--- config.mk ---
export PLATFORM = sky130hd
export DESIGN_NAME = brg_cgra_sdr_reset_seq
export DESIGN_NICKNAME = d
export VERILOG_FILES = /design/src/rtl/brg_cgra_pkg.sv /design/src/rtl/brg_cgra_reset_seq_timer.sv /design/src/rtl/brg_cgra_sdr_reset_seq.sv
export SDC_FILE = /design/constraint.sdc
export NUM_CORES = 1
export LEC_CHECK = 0
export CORE_MARGIN = 3
export CORE_UTILIZATION = 50
export DETAILED_ROUTE_END_ITERATION = 16
export GPL_TIMING_DRIVEN = 0
export PLACE_DENSITY = 0.86
export SETUP_SLACK_MARGIN = 0.02
export SYNTH_ARGS = -nofsm -noshare
export SYNTH_HDL_FRONTEND = slang
export SYNTH_SLANG_ARGS = --single-unit
export TNS_END_PERCENT = 30
--- constraint.sdc ---
create_clock -name clk_i -period 1.6 [get_ports clk_i]
set_input_delay 0.24 -clock clk_i [delete_from_list [all_inputs] [get_ports clk_i]]
set_output_delay 0.24 -clock clk_i [all_outputs]
set_load 0.03 [all_outputs]
--- src/rtl/brg_cgra_pkg.sv ---
// Shared types for the CGRA SDR reset sequencer: state enum,
// output bundle, per-state output decode and sizing helpers.
package brg_cgra_pkg;

  typedef enum logic [2:0] {
    ST_HOLD   = 3'd0,
    ST_TOKEN  = 3'd1,
    ST_UP_REL = 3'd2,
    ST_DN_REL = 3'd3,
    ST_DS_REL = 3'd4,
    ST_DONE   = 3'd5
  } brg_cgra_rst_state_e;

  typedef struct packed {
    logic core;
    logic up;
    logic dn;
    logic ds;
    logic tok;
    logic done;
  } brg_cgra_rst_out_t;

  localparam brg_cgra_rst_out_t RST_OUT_HOLD =
    '{core: 1'b1, up: 1'b1, dn: 1'b1,
      ds: 1'b1, tok: 1'b0, done: 1'b0};

  // Illegal encodings fall to the HOLD outputs so every reset
  // stays asserted until the FSM recovers on the next edge.
  function automatic brg_cgra_rst_out_t rst_out_decode(
    input brg_cgra_rst_state_e st
  );
    brg_cgra_rst_out_t o;
    o = RST_OUT_HOLD;
    case (st)
      ST_TOKEN:  o.tok = 1'b1;
      ST_UP_REL: o.up  = 1'b0;
      ST_DN_REL: begin
        o.up = 1'b0;
        o.dn = 1'b0;
      end
      ST_DS_REL: begin
        o.up = 1'b0;
        o.dn = 1'b0;
        o.ds = 1'b0;
      end
      ST_DONE:   o = '{core: 1'b0, up: 1'b0, dn: 1'b0,
                       ds: 1'b0, tok: 1'b0, done: 1'b1};
      default:   o = RST_OUT_HOLD;
    endcase
    return o;
  endfunction

  function automatic int safe_clog2(input int v);
    return (v <= 1) ? 1 : $clog2(v);
  endfunction

  function automatic int max3(input int a, input int b, input int c);
    int m;
    m = (a > b) ? a : b;
    return (m > c) ? m : c;
  endfunction

endpackage

--- src/rtl/brg_cgra_reset_seq_timer.sv ---
// Clear/increment state timer with a programmable terminal compare.
// Ports: i_clk, i_rst (async high), i_clr, i_term -> o_tc.
module brg_cgra_reset_seq_timer #(
  parameter int width_p = 4
) (
  input  logic               i_clk,
  input  logic               i_rst,
  input  logic               i_clr,
  input  logic [width_p-1:0] i_term,
  output logic               o_tc
);

  logic [width_p-1:0] r_cnt;

  always_ff @(posedge i_clk or posedge i_rst) begin
    if (i_rst) begin
      r_cnt <= '0;
    end else if (i_clr) begin
      r_cnt <= '0;
    end else begin
      r_cnt <= r_cnt + 1'b1;
    end
  end

  assign o_tc = (r_cnt == i_term);

endmodule

--- src/rtl/brg_cgra_sdr_reset_seq.sv ---
// Timed reset bring-up for the SDR link column and CGRA half pod.
// Ports: clk_i, reset_i, restart_i -> link/core resets, done_o, state_o.
module brg_cgra_sdr_reset_seq
  import brg_cgra_pkg::*;
#(
  parameter int hold_cycles_p        = 16,
  parameter int token_pulse_cycles_p = 4,
  parameter int step_cycles_p        = 8
) (
  input  logic       clk_i,
  input  logic       reset_i,
  input  logic       restart_i,
  output logic       core_reset_o,
  output logic       async_uplink_reset_o,
  output logic       async_downlink_reset_o,
  output logic       async_downstream_reset_o,
  output logic       async_token_reset_o,
  output logic       done_o,
  output logic [2:0] state_o
);

  localparam int cnt_width_lp = safe_clog2(
    max3(hold_cycles_p, token_pulse_cycles_p, step_cycles_p) + 1);

  localparam logic [cnt_width_lp-1:0] HOLD_TERM_LP =
    cnt_width_lp'(hold_cycles_p - 1);
  localparam logic [cnt_width_lp-1:0] TOK_TERM_LP =
    cnt_width_lp'(token_pulse_cycles_p - 1);
  localparam logic [cnt_width_lp-1:0] STEP_TERM_LP =
    cnt_width_lp'(step_cycles_p - 1);

  brg_cgra_rst_state_e       r_state;
  brg_cgra_rst_state_e       w_next;
  brg_cgra_rst_out_t         r_out;
  logic [cnt_width_lp-1:0]   w_term;
  logic                      w_tc;
  logic                      w_clr;

  always_comb begin
    w_term = STEP_TERM_LP;
    case (r_state)
      ST_HOLD:  w_term = HOLD_TERM_LP;
      ST_TOKEN: w_term = TOK_TERM_LP;
      default:  w_term = STEP_TERM_LP;
    endcase
  end

  // Restart overrides any terminal count; illegal codes go to HOLD.
  always_comb begin
    w_next = r_state;
    if (restart_i) begin
      w_next = ST_HOLD;
    end else begin
      case (r_state)
        ST_HOLD:   w_next = w_tc ? ST_TOKEN  : ST_HOLD;
        ST_TOKEN:  w_next = w_tc ? ST_UP_REL : ST_TOKEN;
        ST_UP_REL: w_next = w_tc ? ST_DN_REL : ST_UP_REL;
        ST_DN_REL: w_next = w_tc ? ST_DS_REL : ST_DN_REL;
        ST_DS_REL: w_next = w_tc ? ST_DONE   : ST_DS_REL;
        ST_DONE:   w_next = ST_DONE;
        default:   w_next = ST_HOLD;
      endcase
    end
  end

  // Counter clears on every state entry, on restart, and parks at
  // zero in DONE so it never runs past the terminal value.
  assign w_clr = restart_i
              | (w_next != r_state)
              | (r_state == ST_DONE);

  brg_cgra_reset_seq_timer #(
    .width_p (cnt_width_lp)
  ) u_timer (
    .i_clk  (clk_i),
    .i_rst  (reset_i),
    .i_clr  (w_clr),
    .i_term (w_term),
    .o_tc   (w_tc)
  );

  // Outputs are registered from the next state so they change only
  // on clock edges and carry no decode glitches.
  always_ff @(posedge clk_i or posedge reset_i) begin
    if (reset_i) begin
      r_state <= ST_HOLD;
      r_out   <= RST_OUT_HOLD;
    end else begin
      r_state <= w_next;
      r_out   <= rst_out_decode(w_next);
    end
  end

  assign core_reset_o             = r_out.core;
  assign async_uplink_reset_o     = r_out.up;
  assign async_downlink_reset_o   = r_out.dn;
  assign async_downstream_reset_o = r_out.ds;
  assign async_token_reset_o      = r_out.tok;
  assign done_o                   = r_out.done;
  assign state_o                  = r_state;

endmodule
==> results of run 1 <==
[layer usage]
| layer | part of all wire | wire length [µm] |
|---|---|---|
| met4 | 0.021 | 33 |
| met3 | 0.065 | 102 |
| met2 | 0.51 | 803 |
| met5 | 0 | 0 |
| met1 | 0.41 | 642 |
[Yosys cell counts (all sizes together) (2+ instances only)]
cell     count
and3b        2
nor2         2
dfrtp       10
nor4         2
nand2        2
o21ai        6
nand2b       5
dfstp        4
a2111oi      3
or3          2
nand3        2
nor3         2
nor3b        2
xor2         2
buf          4
a21oi        4
[flip-flops by register name (all words and copies together), names as in the netlist]
name and cells:
async_uplink_reset_o 1, done_o 1, async_downlink_reset_o 1, core_reset_o 1, u_timer.r_cnt 5, async_downstream_reset_o 1
async_token_reset_o 1, state_o 3
[final timing paths]
path,startpoint,end,slack [ns],cells past startpoint
worst min register to register,u_timer.r_cnt[0],u_timer.r_cnt[0],0.48,1
max in group asynchronous,reset_i,state_o[0],0.95,2
worst min-delay path,reset_i,async_token_reset_o,0.27,2
min in group clk_i,restart_i,async_downstream_reset_o,0.34,2
worst max-delay path,done_o,done_o,0.06,1
worst max register to register,u_timer.r_cnt[3],state_o[1],0.11,4
[per-stage QoR]
step / std cells / area, µm²
floorplan: 68 / 728.2
global route: 97 / 879.6
detailed placement: 93 / 847.1
finish: 97 / 879.6
global placement: 93 / 847.1
CTS: 97 / 869.6
[power breakdown]
| part | switching [µW] | total (µW) | leakage (µW) | internal (µW) |
|---|---|---|---|---|
| Sequential | 3.57 | 364 | 0.000178 | 360 |
| Combinational | 26.0 | 40.6 | 0.000155 | 14.6 |
| Clock | 124 | 221 | 0.0000150 | 97.2 |
| Total | 153 | 626 | 0.000347 | 472 |
[final cells by class]
cell class,instances,area (µm²)
flip-flops and latches,14,356.6
plain buffers,5,23.77
multi-input cells,48,359.1
well taps,15,18.77
repair buffers,10,91.34
inverters,1,3.754
clock buffers,4,26.28
fillers,114,454.2
[what timing repair did]
action,in CTS,in global routing
pin swaps,0,1
setup endpoints to repair,11,7
gates resized for setup,8,4
hold endpoints to repair,0,0
[logic make-up after synthesis]
family,Yosys count
AND/OR/NAND/NOR,27
AO/OA/AOI/OAI,17
flip-flops,14
buffers and inverters,6
adder cells (fa/ha/maj),1
XOR/XNOR,3
==> results_dict.tcl, run 1 <==
set metrics [dict create \
    outcome "finished clean" \
    cp.arrival_ns 1.30 \
    cp-end-kind "primary output" \
    layout_setup_ws_ns 0.06052 \
    io_buffers 10 \
    die-area_um2 1950 \
    n_antenna_cell 0 \
    layout.nets 87 \
    grt_pass1_vias 580 \
    grt_overflow 0 \
    synthAdderAreaFrac 0.01718 \
    total_power_uw 625.6 \
    use_met3 0.07317 \
    async_reset_ff_frac 1.000 \
    hold_viol_final 0 \
    grt_max_degree 15 \
    die_h_um 44.16 \
    synth_compound_area_frac 0.1718 \
    fin_util 0.6595 \
    worstPathRequired_ns 1.36 \
    clk_path_buf_depth 2 \
    place_hpwl_um 1056 \
    clock_skew_ns 0.008884 \
    cap_violations 0 \
    grt.met1_usage 0.2280 \
    drt_iter0_drc 6 \
    relSlewSlack 0.6512 \
    finalCritPeriodShare 0.9622 \
    seq_area_frac_synth 0.4880 \
    ys_seq_elements 14 \
    ys_warn_count 0 \
    vias_per_cell 6.021 \
    final_common_cell "dfrtp_1" \
    row_count 13 \
    cp_slowest_cell "clkdlybuf4s50_1" \
    critPathKind "flip-flop to primary output" \
    slew_violations 0 \
    yosys.area.top_type "dfrtp_1" \
    whs_ns 0.2668 \
    initial_utilization 0.5460 \
    synth_flop_cell "dfrtp_1" \
    drt-total-wl_um 1581 \
    yosys.area_share.simple 0.2491 \
    yosysUniqueCellTypes 31 \
    synthesis.nets 72 \
    layout_common_cells "dfrtp_1, dlygate4sd2_1, o21ai_0, nand2b_1" \
    post-cts-setup-buffers 0 \
    grt_use_met2 0.3198 \
    die_x_um 44.16 \
    syn2layout_area_growth_pct 20.79 \
    netlist_area_um2 728.2 \
    core_um2 1334 \
    grtUsageTotal 0.1988 \
    avgRoutedWirePerCell_um 16.30 \
    setup-tns-final_ns 0 \
    root_buffer "clkbuf_4" \
    p_leak_uw 0.0003474 \
    drive_gt1_frac 0.2073 \
    top_usage_layer "met2" \
    cp_num_buf_inv 1 \
    synth_edf_count 0 \
    worst_pin_slew_ns 0.5226 \
    numCtsBuffers 3 \
    startpoint_type "flip-flop" \
    firstDrtPassIters 4 \
    clock_sinks 14 \
    hold_path_class "primary input to async pin" \
    cellPowerDensity_nw_per_um2 711.2 \
    avgSynthCellArea_um2 10.71 \
    synth_mux_area_frac 0 \
    synth_cells 68 \
    cts.clk_slew.worst_paths_ns 0.09 \
    place_congestion 0.8307 \
    ant_nets 0 \
    synth_top_area_frac 0.3436 \
    antenna_found_initial 0 \
    drc 0 \
    synth_xor_area_frac 0.03608 \
    timing.fmax_mhz 649.6 \
    synth_top_family_by_area "simple AND/OR/NAND/NOR gates" \
    cts_max_level 1 \
    crit_fanout 1 \
    min_period_ns 1.539 \
    via_count 584 \
    cts_tree "built" \
    critPathMaxStageDelay_ns 0.66 \
    critical_path.cell_chain "clkdlybuf4s50_1" \
    rsz0062_at_grt "true" \
    peakVddDrop_mv 0.3904 \
    setup_viol 0 \
    cts-hold-fix-buffers 0 \
    path_delay_family "buffers and inverters" \
    insertion_delay_ns 0.29 \
    io_pins 12 \
    synthTopCellsByArea "dfrtp_1, dfstp_2, nand2b_1, o21ai_0, a2111oi_4" \
    grt_pass1_wl_um 2691 \
    place_worst_setup_slack_ns -0.005569 \
]
Note: power is estimated with default switching activity, not from simulation.
==> run 2, diff against run 1 <==
==> constraint.sdc (replaced) <==
create_clock -name clk_i -period 1.7 [get_ports clk_i]
set_input_delay 0.255 -clock clk_i [delete_from_list [all_inputs] [get_ports clk_i]]
set_output_delay 0.255 -clock clk_i [all_outputs]
set_load 0.03 [all_outputs]
==> run 2 against run 1 <==
Compared with the run above: total power is 6.1% lower; die area is the same; final area stayed put; utilization did not move; first-iteration DRC count up 33%; hold slack better by 0.017 ns; critical path depth is 2 higher; global-route usage decreased by 0.17 points; clock power fell by 6%; critical endpoint is now u_timer.r_cnt[3]; largest cell class is now registers; highest routed layer unchanged.
==> results_dict.tcl, run 2 (same netlist as run 1, synthesis figures left out) <==
set metrics [dict create \
    outcome "finished clean" \
    cts_tree "built" \
    vias_per_cell 6.000 \
    grt_overflow 0 \
    crit_fanout 11 \
    place_worst_setup_slack_ns 0.09443 \
    timing.fmax_mhz 644.3 \
    clock_skew_ns 0.005529 \
    place_congestion 0.8307 \
    slew_violations 0 \
    final_common_cell "dfrtp_1" \
    avgRoutedWirePerCell_um 16.13 \
    cp.arrival_ns 1.72 \
    cts-hold-fix-buffers 0 \
    n_antenna_cell 0 \
    critical_path.cell_chain "or3b_1 -> a2111oi_4 -> nor4_1" \
    cts.clk_slew.worst_paths_ns 0.09 \
    cellPowerDensity_nw_per_um2 667.7 \
    cp_slowest_cell "dfrtp_1" \
    min_period_ns 1.552 \
    layout_common_cells "dfrtp_1, o21ai_0, nand2b_1, dlygate4sd2_1" \
    grt_pass1_wl_um 2670 \
    rsz0062_at_grt "false" \
    relSlewSlack 0.6531 \
    ant_nets 0 \
    core_um2 1334 \
    drive_gt1_frac 0.1829 \
    cp_num_buf_inv 0 \
    layout_setup_ws_ns 0.1480 \
    cts_max_level 1 \
    largest_register "u_timer.r_cnt" \
    firstDrtPassIters 4 \
    peakVddDrop_mv 0.3650 \
    setup-tns-final_ns 0 \
    fin_util 0.6595 \
    worstPathRequired_ns 1.87 \
    place_inst 93 \
    grt_max_degree 15 \
    die-area_um2 1950 \
    hold_path_class "primary input to async pin" \
    worst_pin_slew_ns 0.5198 \
    io_buffers 10 \
    antenna_found_initial 0 \
    drt_iter0_drc 8 \
    via_count 582 \
    cap_violations 0 \
    numCtsBuffers 3 \
    drc 0 \
    grtUsageTotal 0.1971 \
    cp-end-kind "flip-flop" \
    critPathMaxStageDelay_ns 0.53 \
    place_hpwl_um 1056 \
    critPathKind "flip-flop to flip-flop" \
    die_x_um 44.16 \
    clock_sinks 14 \
    startpoint_type "flip-flop" \
    insertion_delay_ns 0.29 \
    largest_register_ffs 5 \
    die_h_um 44.16 \
    setup_viol 0 \
    io_pins 12 \
    hold_viol_final 0 \
    syn2layout_area_growth_pct 20.79 \
    p_leak_uw 0.0003760 \
    finalCritPeriodShare 0.9129 \
    row_count 13 \
    layout.nets 87 \
    initial_utilization 0.5460 \
    drt-total-wl_um 1565 \
    root_buffer "clkbuf_4" \
    final_cells 97 \
    clk_path_buf_depth 2 \
    path_delay_family "simple AND/OR/NAND/NOR gates" \
    grt_pass1_vias 575 \
]
## run 2: area by class of cell
class	count	area (µm²)
plain buffers	5	23.77
inverters	1	3.754
well taps	15	18.77
repair buffers	10	98.84
fillers	114	454.2
multi-input cells	48	352.8
clock buffers	4	26.28
flip-flops and latches	14	355.3
## run 2: what timing repair did
item | 4_1_cts | 5_1_grt
hold endpoints to repair | 0 | 0
setup endpoints to repair | 5 | 7
cloned | 0 | 0
buffers inserted | 0 | 0
gates resized for setup | 5 | 4
## run 2: layer usage
metal	wire length [µm]	global-route usage	vias up
met4	33	0.1084	0
li1	-	-	280
met5	0	0	-
met2	790	0.3140	14
met1	672	0.2280	283
met3	68	0.07317	5
## run 2: through the flow
stage | instance area [µm²] | total power (µW) | hold WS [ns]
floorplan | 728.2 | 376.0 | 0.1414
detailed placement | 847.1 | 385.9 | 0.4636
global route | 879.6 | 616.0 | 0.3012
finish | 879.6 | 587.3 | 0.2841
CTS | 867.1 | 591.5 | 0.2975
global placement | 847.1 | 384.5 | 0.4576
## run 2: power by group
part | total, µW | switching, µW | internal [µW]
clock network | 207 | 116 | 91.4
logic | 37.5 | 23.7 | 13.7
registers | 343 | 3.38 | 339
total | 587 | 143 | 444
## run 2: path summary, 6_finish.rpt
kind                       slack (ns)              from                  endpoint  cells after the start
max in group asynchronous        1.05           reset_i  async_downstream_reset_o                      2
setup reg to reg                 0.15        state_o[0]          u_timer.r_cnt[3]                      3
hold / removal                   0.28           reset_i       async_token_reset_o                      2
setup / recovery                 0.15        state_o[0]          u_timer.r_cnt[3]                      3
hold reg to reg                  0.48  u_timer.r_cnt[0]          u_timer.r_cnt[0]                      1
min in group clk_i               0.34         restart_i  async_downstream_reset_o                      2
